===== src/rtl/spi_rf_bridge.sv =====
// spi_rf_bridge: mode-0 SPI slave oversampled in clk that
// drives the regfile row port (addr/we/wdata/wmask) from frames.
module spi_rf_bridge #(
  parameter int AWIDTH = 7,
  parameter int DWIDTH = 32,
  parameter int MWIDTH = 4
) (
  input  logic              clk,
  input  logic              rst,
  input  logic              spi_sclk,
  input  logic              spi_cs_n,
  input  logic              spi_mosi,
  output logic              spi_miso,
  output logic              spi_miso_oe,
  output logic [AWIDTH-1:0] addr,
  output logic              we,
  output logic [DWIDTH-1:0] wdata,
  output logic [MWIDTH-1:0] wmask,
  input  logic [DWIDTH-1:0] rdata
);

  localparam int BW = (MWIDTH > 1) ? $clog2(MWIDTH) : 1;
  localparam logic [BW-1:0] LAST = BW'(MWIDTH - 1);

  typedef enum logic [1:0] {
    IDLE,
    CMD,
    MASK,
    DATA
  } state_t;

  state_t state;
  state_t state_nx;

  logic [2:0]        sclk_s;
  logic [2:0]        sel_s;
  logic [1:0]        mosi_s;
  logic [2:0]        bit_cnt;
  logic [BW-1:0]     byte_cnt;
  logic [6:0]        rx;
  logic [DWIDTH-1:0] acc;
  logic [DWIDTH-1:0] tx;
  logic [2:0]        tx_cnt;
  logic              tx_load;
  logic              wr;

  logic              rise;
  logic              fall;
  logic              cs_on;
  logic              cs_off;
  logic              byte_done;
  logic              word_done;
  logic              shift_tx;
  logic [7:0]        rx_nx;
  logic [DWIDTH-1:0] word_nx;

  // sel_s holds the inverted chip select so reset means "deselected"
  always_ff @(posedge clk) begin
    if (rst) begin
      sclk_s <= '0;
      sel_s  <= '0;
      mosi_s <= '0;
    end else begin
      sclk_s <= {sclk_s[1:0], spi_sclk};
      sel_s  <= {sel_s[1:0], ~spi_cs_n};
      mosi_s <= {mosi_s[0], spi_mosi};
    end
  end

  assign rise        = sclk_s[1] & ~sclk_s[2];
  assign fall        = ~sclk_s[1] & sclk_s[2];
  assign cs_on       = sel_s[1] & ~sel_s[2];
  assign cs_off      = ~sel_s[1] & sel_s[2];
  assign spi_miso_oe = sel_s[1];

  always_ff @(posedge clk) begin
    if (rst) begin
      state <= IDLE;
    end else begin
      state <= state_nx;
    end
  end

  always_comb begin
    state_nx = state;
    if (cs_off) begin
      state_nx = IDLE;
    end else begin
      unique case (state)
        IDLE:    if (cs_on) state_nx = CMD;
        CMD:     if (byte_done) state_nx = MASK;
        MASK:    if (byte_done) state_nx = DATA;
        DATA:    state_nx = DATA;
        default: state_nx = IDLE;
      endcase
    end
  end

  always_comb begin
    rx_nx     = {rx, mosi_s[1]};
    byte_done = rise & ~cs_off & (state != IDLE)
              & (bit_cnt == 3'd7);
    word_done = byte_done & (state == DATA)
              & (byte_cnt == LAST);
    shift_tx  = fall & ~cs_off & (state == DATA) & ~wr;
    word_nx   = acc;
    word_nx[{byte_cnt, 3'b000} +: 8] = rx_nx;
  end

  always_ff @(posedge clk) begin
    if (rst) begin
      addr     <= '0;
      we       <= 1'b0;
      wdata    <= '0;
      wmask    <= '0;
      spi_miso <= 1'b0;
      bit_cnt  <= '0;
      byte_cnt <= '0;
      rx       <= '0;
      acc      <= '0;
      tx       <= '0;
      tx_cnt   <= '0;
      tx_load  <= 1'b0;
      wr       <= 1'b0;
    end else begin
      we      <= 1'b0;
      tx_load <= 1'b0;
      if (we) addr <= addr + AWIDTH'(1);
      if (tx_load) begin
        tx     <= rdata;
        tx_cnt <= '0;
      end
      if (cs_on && state == IDLE) begin
        bit_cnt  <= '0;
        byte_cnt <= '0;
      end
      if (cs_off) begin
        bit_cnt  <= '0;
        byte_cnt <= '0;
        spi_miso <= 1'b0;
      end else begin
        if (rise && state != IDLE) begin
          rx      <= rx_nx[6:0];
          bit_cnt <= bit_cnt + 3'd1;
        end
        if (byte_done) begin
          unique case (state)
            CMD: begin
              addr    <= AWIDTH'(rx_nx[6:0]);
              wr      <= rx_nx[7];
              tx_load <= ~rx_nx[7];
            end
            MASK: if (wr) wmask <= rx_nx[MWIDTH-1:0];
            DATA: begin
              acc      <= word_nx;
              byte_cnt <= (byte_cnt == LAST) ? '0
                        : byte_cnt + BW'(1);
              if (word_done && wr) begin
                wdata <= word_nx;
                we    <= 1'b1;
              end else if (word_done) begin
                addr    <= addr + AWIDTH'(1);
                tx_load <= 1'b1;
              end
            end
            default: ;
          endcase
        end
        // falls walk the low byte MSB-first, then drop to the next byte
        if (fall) begin
          spi_miso <= shift_tx ? tx[7] : 1'b0;
          if (shift_tx) begin
            tx_cnt <= tx_cnt + 3'd1;
            if (tx_cnt == 3'd7) tx <= {8'b0, tx[DWIDTH-1:8]};
            else tx[7:0] <= {tx[6:0], 1'b0};
          end
        end
      end
    end
  end

endmodule


===== config.mk =====
export PLATFORM = sky130hd
export DESIGN_NAME = spi_rf_bridge
export DESIGN_NICKNAME = d
export VERILOG_FILES = /design/src/rtl/spi_rf_bridge.sv
export SDC_FILE = /design/constraint.sdc
export NUM_CORES = 1
export LEC_CHECK = 0
export CAP_MARGIN = 20
export CORE_UTILIZATION = 30
export CTS_BUF_LIST = sky130_fd_sc_hd__clkbuf_16
export DETAILED_ROUTE_END_ITERATION = 10
export GPL_ROUTABILITY_DRIVEN = 0
export SYNTH_ARGS = -nofsm -noshare
export SYNTH_HDL_FRONTEND = slang
export SYNTH_SLANG_ARGS = --single-unit
export TNS_END_PERCENT = 1

===== constraint.sdc =====
create_clock -name clk -period 2.4 [get_ports clk]
set_clock_uncertainty 0.1 [all_clocks]
set_input_delay 0.36 -clock clk [delete_from_list [all_inputs] [get_ports clk]]
set_output_delay 0.36 -clock clk [all_outputs]
set_load 0.005 [all_outputs]

== Word level (Yosys, flattened, before mapping) ==
Index checks and enable logic that the tools add are counted.
Storage, ports and cells
  output and inout port bits: 46
  register bits after elaboration: 136
Operators by class
  bitwise gates (word level): 22
  shift-type cells: 2
  add/sub/neg operators: 5
  equal/unequal tests: 9
  mux-type cells: 32
  reductions and logical operators: 15
Operators with widths (count)
  32-bit two-way mux: 4
  7-bit two-way mux: 5
  32-bit bitwise mux: 1
  8-bit by 7-bit variable shift with 32-bit output (first input constant): 1
  8-bit by 7-bit variable part select with 32-bit output: 1
  24-bit two-way mux: 1
  3-bit two-way mux: 6
  2-bit two-way mux: 7
  7-bit case mux with 2 select lines: 1
  1-bit bitwise AND: 12
  1-bit NOT: 10
  3-bit AND reduction: 3
  8-bit two-way mux: 1
  2-bit case mux with 4 select lines: 1
  4-bit AND reduction: 2
  7-bit by 1-bit adder with 7-bit output (second input constant): 1
  5-bit negator with 7-bit output: 1
  3-bit by 1-bit adder with 3-bit output (second input constant): 2
  2-bit equality test (second input constant): 3
  3-bit equality test (second input constant): 2
  2-bit inequality test (second input constant): 3
  1-bit two-way mux: 4
  2-bit nonzero test: 2
  4-bit OR reduction: 1
  other kinds (8): 10

== Longest topological paths before layout ==
Gate-level depths: netlist (run 1).
  word-level depth: 13
  gate-level depth with buffers: 8
  gate-level depth less buffers: 6

== Worst setup path before layout (run 1) ==
No wires, ideal clock.
  path type: flip-flop to flip-flop
  from: register tx_cnt[0]
  to: register tx[20]
  cell stages (with the launch flop): 9
  data arrival time: 1851 ps
  slack: 310 ps
  library setup time: 139 ps
  clock period less this slack: 2090 ps
  cells stage by stage: dfxtp_1 -> ha_1 -> ha_1 -> buf_1 -> or4b_1 -> buf_2 -> buf_6 -> nor2_1 -> a211oi_2
Between the ends
  cells in the longest elaborated chain, start to end: 5
RTL lines
  start, declared: line 43  | logic [2:0] tx_cnt;
  start signal, assigned: line 173  | tx_cnt <= tx_cnt + 3'd1;
  3-bit equality test: line 174  | if (tx_cnt == 3'd7) tx <= {8'b0, tx[DWIDTH-1:8]};
  24-bit two-way mux: line 174
  32-bit two-way mux: line 172  | if (shift_tx) begin
  32-bit two-way mux: line 170  | if (fall) begin
  32-bit two-way mux: line 137  | if (cs_off) begin
  end signal, assigned: line 130  | tx <= rdata;
  end signal, assigned: line 174
  end, declared: line 42  | logic [DWIDTH-1:0] tx;
No other way between the ends.
A chain may end at the register's enable or synchronous reset.

== Final worst setup path (run 1) ==
  from: register bit_cnt[0]
  to: register wdata[1]
Between the ends
  cells in the longest elaborated chain, start to end: 6
RTL lines
  start, declared: line 38  | logic [2:0] bit_cnt;
  start signal, assigned: line 144  | bit_cnt <= bit_cnt + 3'd1;
  3-bit equality test (*): line 102  | & (bit_cnt == 3'd7);
  1-bit bitwise AND (*): line 102
  1-bit bitwise AND: line 103  | word_done = byte_done & (state == DATA)
  1-bit bitwise AND: line 104  | & (byte_cnt == LAST);
  1-bit logical AND: line 158  | if (word_done && wr) begin
  4-bit AND reduction (no source line) (*)
  end signal, assigned: line 159  | wdata <= word_nx;
  end, declared: line 17  | output logic [DWIDTH-1:0] wdata,
Every way passes the cells marked *; elsewhere a longest branch is shown, timed or not.

==> metrics, run 1 <==
setup fix buffers added after clock tree synthesis 0; fraction of synthesized cell area taken by the top area cell type 0.456; Min-Delay Path Class input pin to register; Warnings, synthesis 0; post-synthesis instance area 0.00597 mm^2; starting density of the core 0.307; fraction of registers with async set or reset after synthesis 0; share of the cycle needed by the critical path after routing 0.886; max-slew violation total from the final report 0; post-synthesis sequential element count between 100 and 150; number of antenna repair diodes 0; most frequent cell on the critical path ha_1; # resized after CTS 0; TritonCTS clock tree yes; kind of start point of the critical path register; DP HPWL approximately 9300 um; TritonCTS sink count 136; slowest CP cell dfxtp_1; dominant cells by area after synthesis dfxtp_1 (46%), a211oi_1 (10%), nor2_1 (7.4%); IR Drop Worst-Case VDD 430 uV; Avg Synthesized Cell Area ~9.2 um^2; Initial DRT Pass Iterations 4; area added between synthesis and finish 29.1%; number of antenna violations at the first check in global routing 0; Lkg Pwr between 2 and 2.5 nW; nets@finish roughly 770; accumulated negative setup slack 0 ns; cell type group with the largest total delay on the critical path simple AND/OR/NAND/NOR gates; DRC Markers 0; achievable clock frequency 471 MHz; number of filler instances in the final layout ~1.9k; iteration-0 DRC count of the detailed router 320; number of buffers on the longest clock path 2; critical path, cell by cell ha_1 -> ha_1 -> nand3b_2 -> nor4_4 -> buf_12 -> nor2_1 -> a211oi_1; total overflow reported by the global router 0; sum of routed wire length over all layers 14300 um; IO Port Bufs ~80; Std-Cell Rows between 50 and 60; Worst Setup Slack, final between 0.2 and 0.3 ns; leading area contributor after synthesis dfxtp_1; Wirelength per Cell between 10 and 15 um; via density per instance about 4.8; count of buffer and inverter cells on the critical path 1; leading cell type by number of instances after synthesis dfxtp_1; pin count of the biggest net entering global routing approximately 120; final core occ 0.396; later-pin clock latency in the skew report ~0.41 ns; share of synthesized area occupied by flip-flops and latches 0.456; number of violations of the max-capacitance limit 0; buffer type at the clock tree root clkbuf_16; unrepaired setup endpoints after global routing no; Post-synth top flop dfxtp_1; top-level port count between 80 and 90; antenna viol nets, final 0; Die Width approximately 140 um; required time reported for the critical path endpoint roughly 2.6 ns; overall routing resource usage 0.147; remaining max-slew budget at the tightest pin 0.515; number of hold buffers added after CTS 0; most common library cells after synthesis dfxtp_1 (136), nor2_1 (118), a211oi_1 (81), nor2b_1 (48), mux2i_1 (44); Critical Path Max Stage Delay between 0.3 and 0.4 ns; die height between 100 and 150 um; number of enable-type register cells in the synthesized netlist 0; Yosys cell types between 50 and 60; die area between 0.02 and 0.025 mm^2; H-tree depth 4; via count of the first global-routing pass roughly 4.4k; power per standard cell area about 650 mW/mm^2; result of the run finished clean; total clock buffers created by CTS 17; syn nets 699; actual transition at the worst max-transition pin 0.724 ns; endpoint type of the worst setup path register; gate count after technology mapping 652; Post-Place Worst Slack 0.297 ns; count of endpoints failing hold in the final timing report 0; final critical delay including setup and external delays ~2.1 ns; share of post-route cells with drive strength above 1 0.107; Setup Viol. Count Final 0; largest fanout on the critical path 64; endpoint arrival time on the critical path approximately 2.3 ns; clock-pin slew of the registers on the worst-case setup and hold paths 0.06 ns; Floorplan Core Area approximately 0.019 mm^2; global-route wire length before repair around 23000 um; critical path class register to register; Via Count roughly 4.8k
[tightest hold or removal path, delay by kind of cell]
| kind | cells | cell delay (ns) |
|---|---|---|
| buffers and inverters | 2 | 0.21 |
| AO/OA/AOI/OAI | 2 | 0.14 |
[through the flow]
stage | instance area [um^2] | cells | hold slack [ns] | power, W
3_3_place_gp | 7110 | 972 | 0.316 | 0.00246
3_5_place_dp | 7110 | 972 | 0.329 | 0.00246
6_report | 7700 | 1002 | 0.254 | 0.00500
4_1_cts | 7700 | 1002 | 0.235 | 0.00509
2_1_floorplan | 5970 | 652 | 0.314 | 0.00237
5_1_grt | 7700 | 1002 | 0.262 | 0.00519
[final timing paths]
kind                   end  depth (start not counted)  startpoint  slack (ns)
hold / removal     addr[5]                          4         rst        0.25
setup / recovery  wdata[1]                          7  bit_cnt[0]        0.27
hold reg to reg   sel_s[1]                          1    sel_s[0]        0.34
setup reg to reg  wdata[1]                          7  bit_cnt[0]        0.27
[power by group]
group          leakage [nW]  total [W]  internal [W]  switching [W]
combinational          1.11   0.000135     0.0000693      0.0000660
sequential             1.10    0.00227       0.00227     0.00000739
clock                 0.289    0.00260       0.00170       0.000895
[registers in the layout (all words and copies together) (netlist names), 2 cells and up]
name and flops:
acc 32, addr 7, bit_cnt 3, byte_cnt 2, mosi_s 2, rx 7, sclk_s 3, sel_s 3
state 2, tx 32, tx_cnt 3, wdata 32, wmask 4
[cells in the final DEF (no fill, tap or decap), types with 2 or more instances in the layout]
cell / synthesis / layout
a211oi_1: 81 / 81
a211oi_2: 16 / 16
a21oi_1: 42 / 42
a22oi_1: 3 / 3
a31oi_1: 2 / 2
buf_12: 0 / 4
buf_4: 1 / 18
bufinv_16: 0 / 4
clkbuf_16: 0 / 17
clkdlybuf4s50_1: 0 / 81
clkinv_1: 0 / 3
clkinv_2: 0 / 2
clkinvlp_4: 0 / 2
dfxtp_1: 136 / 135
ha_1: 10 / 10
inv_1: 8 / 10
mux2_2: 2 / 2
mux2i_1: 44 / 44
nand2_1: 18 / 18
nand2b_1: 8 / 8
nand3_1: 6 / 6
nand4_1: 3 / 3
nor2_1: 118 / 118
nor2b_1: 48 / 48
nor3_1: 14 / 12
nor3_2: 1 / 3
nor4_1: 2 / 2
o21a_1: 2 / 2
o21ai_0: 4 / 4
o22ai_1: 2 / 2
o31ai_1: 2 / 2
or2_2: 2 / 2
or3_1: 5 / 5
or3b_2: 3 / 3
xnor2_1: 2 / 2
xor2_1: 2 / 2
[cell type report]
type | count | area, um^2 | share of cell area
clock buffers | 17 | 425 | 0.0552
clock inverters | 13 | 164 | 0.0213
inverters | 8 | 30.0 | 0.00390
multi-input cells | 460 | 3000 | 0.390
flip-flops and latches | 136 | 2720 | 0.354
well taps | 265 | 332 | 0.0430
repair buffers | 103 | 1030 | 0.133
[metal layers]
metal / vias up / GRT usage / wire length [um]
met5: - / 0 / 0
met2: 59 / 0.223 / 6490
met3: 7 / 0.0355 / 380
met4: 0 / 0.0577 / 148
li1: 2495 / - / -
met1: 2228 / 0.200 / 7280
[kinds of logic (layout without fill, tap and decap cells)]
family,Yosys count,count (layout),share of synthesized area
multiplexers,46,46,0.0776
adder cells (fa/ha/maj),10,10,0.0210
AND/OR/NAND/NOR,238,238,0.198
AO/OA/AOI/OAI,162,162,0.199
buffers and inverters,56,141,0.0424
flip-flops,136,136,0.456
XOR/XNOR,4,4,0.00587
Power figures use the tool's default switching activity.
==> run 2: changes to the inputs <==
==> constraint.sdc (replaced) <==
create_clock -name clk -period 2.4 [get_ports clk]
set_clock_uncertainty 0.1 [all_clocks]
set_input_delay 0.36 -clock clk [delete_from_list [all_inputs] [get_ports clk]]
set_output_delay 0.36 -clock clk [all_outputs]
set_load 0.05 [all_outputs]
==> run 2 against run 1 <==
Effect of this change:
- global-route usage grew 0.097 points
- fmax decreased by 4.7%
- sequential power about the same
- die area unchanged
- critical path depth down 6
- wire length rose by 1.3%
- setup slack worse by 0.11 ns
- core utilization grew 0.15 points
- count of clock-buffer cells in the layout stayed put
- non-clock buffer count is 1 higher
- flip-flop and latch count is the same
- highest routed layer unchanged
==> metrics, run 2 (synthesis gave the netlist of run 1 again) <==
endpoint type of the worst setup path output pin (was register); die height 143 um (unchanged); cell type group with the largest total delay on the critical path buffers and inverters (was simple AND/OR/NAND/NOR gates); total overflow reported by the global router 0 (unchanged); register share of total power 0.445 (was 0.454); die area 0.0205 mm^2 (unchanged); register cell area after layout 0.00272 mm^2 (unchanged); cell depth of the worst hold path 4 (unchanged); setup fix buffers added after clock tree synthesis 0 (unchanged); clock-pin slew of the registers on the worst-case setup and hold paths 0.06 ns (about the same); # resized after CTS 0 (unchanged); DP HPWL 9250 um (was 9320 um); net load switching power 0.00106 W (was 0.000968 W); IR Drop Worst-Case VDD 421 uV (was 430 uV); antenna viol nets, final 0 (unchanged); max-slew violation total from the final report 0 (unchanged); TritonCTS clock tree yes (unchanged); worst min-delay path startpoint rst (unchanged); number of filler instances in the final layout 1943 (was 1936); IO Port Bufs 82 (unchanged); TritonCTS sink count 136 (unchanged); required time reported for the critical path endpoint 1.94 ns (was 2.61 ns); later-pin clock latency in the skew report 0.42 ns (was 0.41 ns); startpoint of the most critical register-to-register path sel_s[2] (was bit_cnt[0]); pin count of the biggest net entering global routing 119 (unchanged); commonest cells after routing, fill and taps aside dfxtp_1 (135), nor2_1 (118), a211oi_1 (81), clkdlybuf4s50_1 (81), nor2b_1 (48) (unchanged); endpoint arrival time on the critical path 1.77 ns (was 2.34 ns); Initial DRT Pass Iterations 4 (unchanged); result of the run finished clean (unchanged); number of antenna repair diodes 0 (unchanged); critical path, cell by cell clkdlybuf4s50_1 (was ha_1 -> ha_1 -> nand3b_2 -> nor4_4 -> buf_12 -> nor2_1 -> a211oi_1); combinational cell fraction of total power 0.027 (about the same); unrepaired setup endpoints after global routing no (unchanged); logic depth of the worst register-to-register path 5 (was 7); number of buffers on the longest clock path 2 (unchanged); via count of the first global-routing pass 4434 (was 4414); first element of the critical path addr[2] (was bit_cnt[0]); area taken by multi-input logic gates 0.00300 mm^2 (unchanged); count of endpoints failing hold in the final timing report 0 (unchanged); kind of start point of the critical path register (unchanged); share of the cycle needed by the critical path after routing 0.929 (was 0.886); Setup Viol. Count Final 0 (unchanged); overall routing resource usage 0.148 (was 0.147); achievable clock frequency 448 MHz (was 471 MHz); actual transition at the worst max-transition pin 0.729 ns (was 0.724 ns); share of post-route cells with drive strength above 1 0.114 (was 0.107); Min-Delay Path Class input pin to register (unchanged); H-tree depth 4 (unchanged); total clock buffers created by CTS 17 (unchanged); top-level port count 83 (unchanged); Lkg Pwr 2.50 nW (about the same); commonest non-fill, non-tap cell in the layout dfxtp_1 (unchanged); Std-Cell Rows 51 (unchanged); accumulated negative setup slack 0 ns (unchanged); power per standard cell area 661 mW/mm^2 (was 650 mW/mm^2); largest fanout on the critical path 8 (was 64); iteration-0 DRC count of the detailed router 260 (was 320); global-route wire length before repair 23100 um (was 23000 um); Hold Path Sink addr[5] (unchanged); number of placed instances with taps included 973 (was 972); count of buffer and inverter cells on the critical path 1 (unchanged); nets@finish 774 (was 773); Via Count 4783 (was 4789); Internal Power 0.00405 W (was 0.00404 W); area added between synthesis and finish 29.6% (was 29.1%); Clock power frac 0.528 (was 0.519); number of hold buffers added after CTS 0 (unchanged); final critical delay including setup and external delays 2.23 ns (was 2.13 ns); starting density of the core 0.307 (unchanged); sum of routed wire length over all layers 14500 um (was 14300 um); via density per instance 4.76 (was 4.78); buffer type at the clock tree root clkbuf_16 (unchanged); Reg-to-Reg End tx[12] (was wdata[1]); Critical Path Max Stage Delay 0.87 ns (was 0.36 ns); final cell count without fillers 1005 (was 1002); slowest CP cell clkdlybuf4s50_1 (was dfxtp_1); DRC Markers 0 (unchanged); number of antenna violations at the first check in global routing 0 (unchanged); sw frac 0.207 (was 0.193); remaining max-slew budget at the tightest pin 0.511 (was 0.515); r2r setup slk 0.25 ns (was 0.27 ns); critical path class register to output pin (was register to register); Floorplan Core Area 0.0195 mm^2 (unchanged); number of violations of the max-capacitance limit 0 (unchanged); Die Width 143 um (unchanged); Worst Hold Margin 0.224 ns (was 0.254 ns); Wirelength per Cell 14.4 um (was 14.3 um); largest registers acc x32, tx x32, wdata x32 (unchanged)
run 2: how the worst max path moves through the flow:
| stage | end | slack [ns] | cells past startpoint |
|---|---|---|---|
| global route | wdata[3] | 0.06 | 6 |
| floorplan | tx[20] | 0.31 | 8 |
| detailed placement | tx[3] | 0.26 | 5 |
| CTS | addr[2] | 0.16 | 1 |
| global placement | tx[3] | 0.32 | 5 |
| finish | addr[2] | 0.17 | 1 |
run 2: metal layers:
metal / global-route usage / vias up / share of wire
met3: 0.0409 / 12 / 0.041
met5: 0 / - / 0
met4: 0.0566 / 0 / 0.011
met2: 0.221 / 75 / 0.44
met1: 0.201 / 2211 / 0.51
li1: - / 2485 / -
run 2: final cells by class:
cell class | count | share of cell area
Multi-Input combinational cell | 460 | 0.388
Sequential cell | 136 | 0.352
Timing Repair Buffer | 104 | 0.134
Clock buffer | 17 | 0.0550
Tap cell | 265 | 0.0429
Clock inverter | 15 | 0.0240
Inverter | 8 | 0.00388
run 2: power by group through the flow:
stage / Clock, W / Combinational [W] / Sequential [W]
CTS: 0.00275 / 0.000139 / 0.00227
global placement: 0 / 0.000140 / 0.00232
finish: 0.00270 / 0.000138 / 0.00227
global route: 0.00285 / 0.000148 / 0.00227
floorplan: 0 / 0.0000571 / 0.00232
detailed placement: 0 / 0.000139 / 0.00232
run 2: through the flow:
step | power (W) | worst slack, ns | area, um^2 | utilization
6_report | 0.00511 | 0.169 | 7730 | 0.397
5_1_grt | 0.00527 | 0.0580 | 7730 | 0.397
4_1_cts | 0.00516 | 0.160 | 7730 | 0.397
3_5_place_dp | 0.00246 | 0.257 | 7120 | 0.366
2_1_floorplan | 0.00238 | 0.310 | 5970 | -
3_3_place_gp | 0.00246 | 0.323 | 7120 | 0.366
==> run 3: changes to the inputs <==
--- a/config.mk
+++ b/config.mk
@@ -6,7 +6,7 @@
 export NUM_CORES = 1
 export LEC_CHECK = 0
 export CAP_MARGIN = 20
-export CORE_UTILIZATION = 30
+export CORE_UTILIZATION = 31
 export CTS_BUF_LIST = sky130_fd_sc_hd__clkbuf_16
 export DETAILED_ROUTE_END_ITERATION = 10
 export GPL_ROUTABILITY_DRIVEN = 0
==> run 3 against run 2 <==
Effect of this change:
- non-clock buffer count unchanged
- design area down 1.2%
- setup slack worse by 0.0059 ns
- critical path type unchanged
- largest cell class unchanged
==> metrics, run 3 (synthesis gave the netlist of run 1 again) <==
result of the run finished clean (unchanged); endpoint type of the worst setup path output pin (unchanged); # resized after CTS 0 (unchanged); global-route wire length before repair 22800 um (was 23100 um); critical path class register to output pin (unchanged); starting density of the core 0.318 (was 0.307); number of filler instances in the final layout 1853 (was 1943); IR Drop Worst-Case VDD 522 uV (was 421 uV); Worst Hold Margin 0.222 ns (was 0.224 ns); number of antenna repair diodes 0 (unchanged); H-tree depth 4 (unchanged); total clock buffers created by CTS 17 (unchanged); total overflow reported by the global router 0 (unchanged); area added between synthesis and finish 28.0% (was 29.6%); TritonCTS clock tree yes (unchanged); endpoint arrival time on the critical path 1.78 ns (was 1.77 ns); Wirelength per Cell 14.6 um (was 14.4 um); Post-Place Cell Area 0.00707 mm^2 (was 0.00712 mm^2); IO Port Bufs 82 (unchanged); largest registers acc x32, tx x32, wdata x32 (unchanged); achievable clock frequency 447 MHz (was 448 MHz); DRC Markers 0 (unchanged); share of the cycle needed by the critical path after routing 0.932 (was 0.929); Lkg Pwr 2.49 nW (was 2.50 nW); nets@finish 774 (unchanged); number of antenna violations at the first check in global routing 0 (unchanged); Initial DRT Pass Iterations 5 (was 4); clock-pin slew of the registers on the worst-case setup and hold paths 0.06 ns (about the same); via count of the first global-routing pass 4246 (was 4434); count of buffer and inverter cells on the critical path 1 (unchanged); final critical delay including setup and external delays 2.24 ns (was 2.23 ns); critical path, cell by cell clkdlybuf4s50_1 (unchanged); required time reported for the critical path endpoint 1.94 ns (about the same); DP HPWL 9210 um (was 9250 um); Worst Setup Slack, final 0.163 ns (was 0.169 ns); max-slew violation total from the final report 0 (unchanged); top-level port count 83 (unchanged); iteration-0 DRC count of the detailed router 355 (was 260); accumulated negative setup slack 0 ns (unchanged); largest fanout on the critical path 8 (unchanged); Via Count 4731 (was 4783); commonest non-fill, non-tap cell in the layout dfxtp_1 (unchanged); summed area of non-filler cells in the final layout 0.00763 mm^2 (was 0.00773 mm^2); Post-Place Worst Slack 0.345 ns (was 0.257 ns); cell type group with the largest total delay on the critical path buffers and inverters (unchanged); count of endpoints failing hold in the final timing report 0 (unchanged); Std-Cell Rows 50 (was 51); Min-Delay Path Class input pin to register (unchanged); kind of start point of the critical path register (unchanged); Critical Path Max Stage Delay 0.87 ns (about the same); overall routing resource usage 0.148 (about the same); antenna viol nets, final 0 (unchanged); remaining max-slew budget at the tightest pin 0.606 (was 0.511); Floorplan Core Area 0.0188 mm^2 (was 0.0195 mm^2); share of post-route cells with drive strength above 1 0.112 (was 0.114); later-pin clock latency in the skew report 0.42 ns (about the same); number of buffers on the longest clock path 2 (unchanged); number of violations of the max-capacitance limit 0 (unchanged); sum of routed wire length over all layers 14200 um (was 14500 um); pin count of the biggest net entering global routing 119 (unchanged); setup fix buffers added after clock tree synthesis 0 (unchanged); unrepaired setup endpoints after global routing no (unchanged); buffer type at the clock tree root clkbuf_16 (unchanged); actual transition at the worst max-transition pin 0.591 ns (was 0.729 ns); Die Width 141 um (was 143 um); Setup Viol. Count Final 0 (unchanged); die area 0.0198 mm^2 (was 0.0205 mm^2); commonest cells after routing, fill and taps aside dfxtp_1 (135), nor2_1 (118), a211oi_1 (81), clkdlybuf4s50_1 (81), nor2b_1 (48) (unchanged); TritonCTS sink count 136 (unchanged); via density per instance 4.86 (was 4.76); number of hold buffers added after CTS 0 (unchanged); power per standard cell area 643 mW/mm^2 (was 661 mW/mm^2); slowest CP cell clkdlybuf4s50_1 (unchanged); die height 141 um (was 143 um)
## run 3: path summary, 6_finish.rpt
path / cells after the start / slack [ns] / startpoint / to
hold / removal: 4 / 0.22 / rst / addr[1]
hold reg to reg: 1 / 0.36 / mosi_s[0] / mosi_s[1]
setup / recovery: 1 / 0.16 / addr[2] / addr[2]
setup reg to reg: 6 / 0.31 / byte_cnt[0] / acc[6]
## run 3: power breakdown
group / internal, W / total (W) / switching [W]
clock: 0.00151 / 0.00249 / 0.000983
combinational: 0.0000698 / 0.000139 / 0.0000695
sequential: 0.00226 / 0.00227 / 0.00000899
## run 3: layout make-up
class	instances	area [um^2]	share of cell area
Timing Repair Buffer	104	1020	0.134
Tap cell	234	293	0.0383
Multi-Input combinational cell	460	3000	0.393
Clock inverter	15	140	0.0184
Inverter	8	30.0	0.00393
Sequential cell	136	2720	0.357
Clock buffer	17	425	0.0557
## run 3: metrics by stage
step / utilization / total power [W] / cells
2_1_floorplan: - / 0.00238 / 652
3_3_place_gp: 0.377 / 0.00246 / 942
3_5_place_dp: 0.377 / 0.00246 / 942
4_1_cts: 0.407 / 0.00496 / 974
5_1_grt: 0.407 / 0.00509 / 974
6_report: 0.407 / 0.00491 / 974
## run 3: routing by layer
| layer | vias to the layer above | part of all wire | global-route usage |
|---|---|---|---|
| li1 | 2501 | - | - |
| met1 | 2147 | 0.51 | 0.208 |
| met2 | 70 | 0.44 | 0.214 |
| met3 | 13 | 0.041 | 0.0503 |
| met4 | 0 | 0.012 | 0.0412 |
| met5 | - | 0 | 0 |
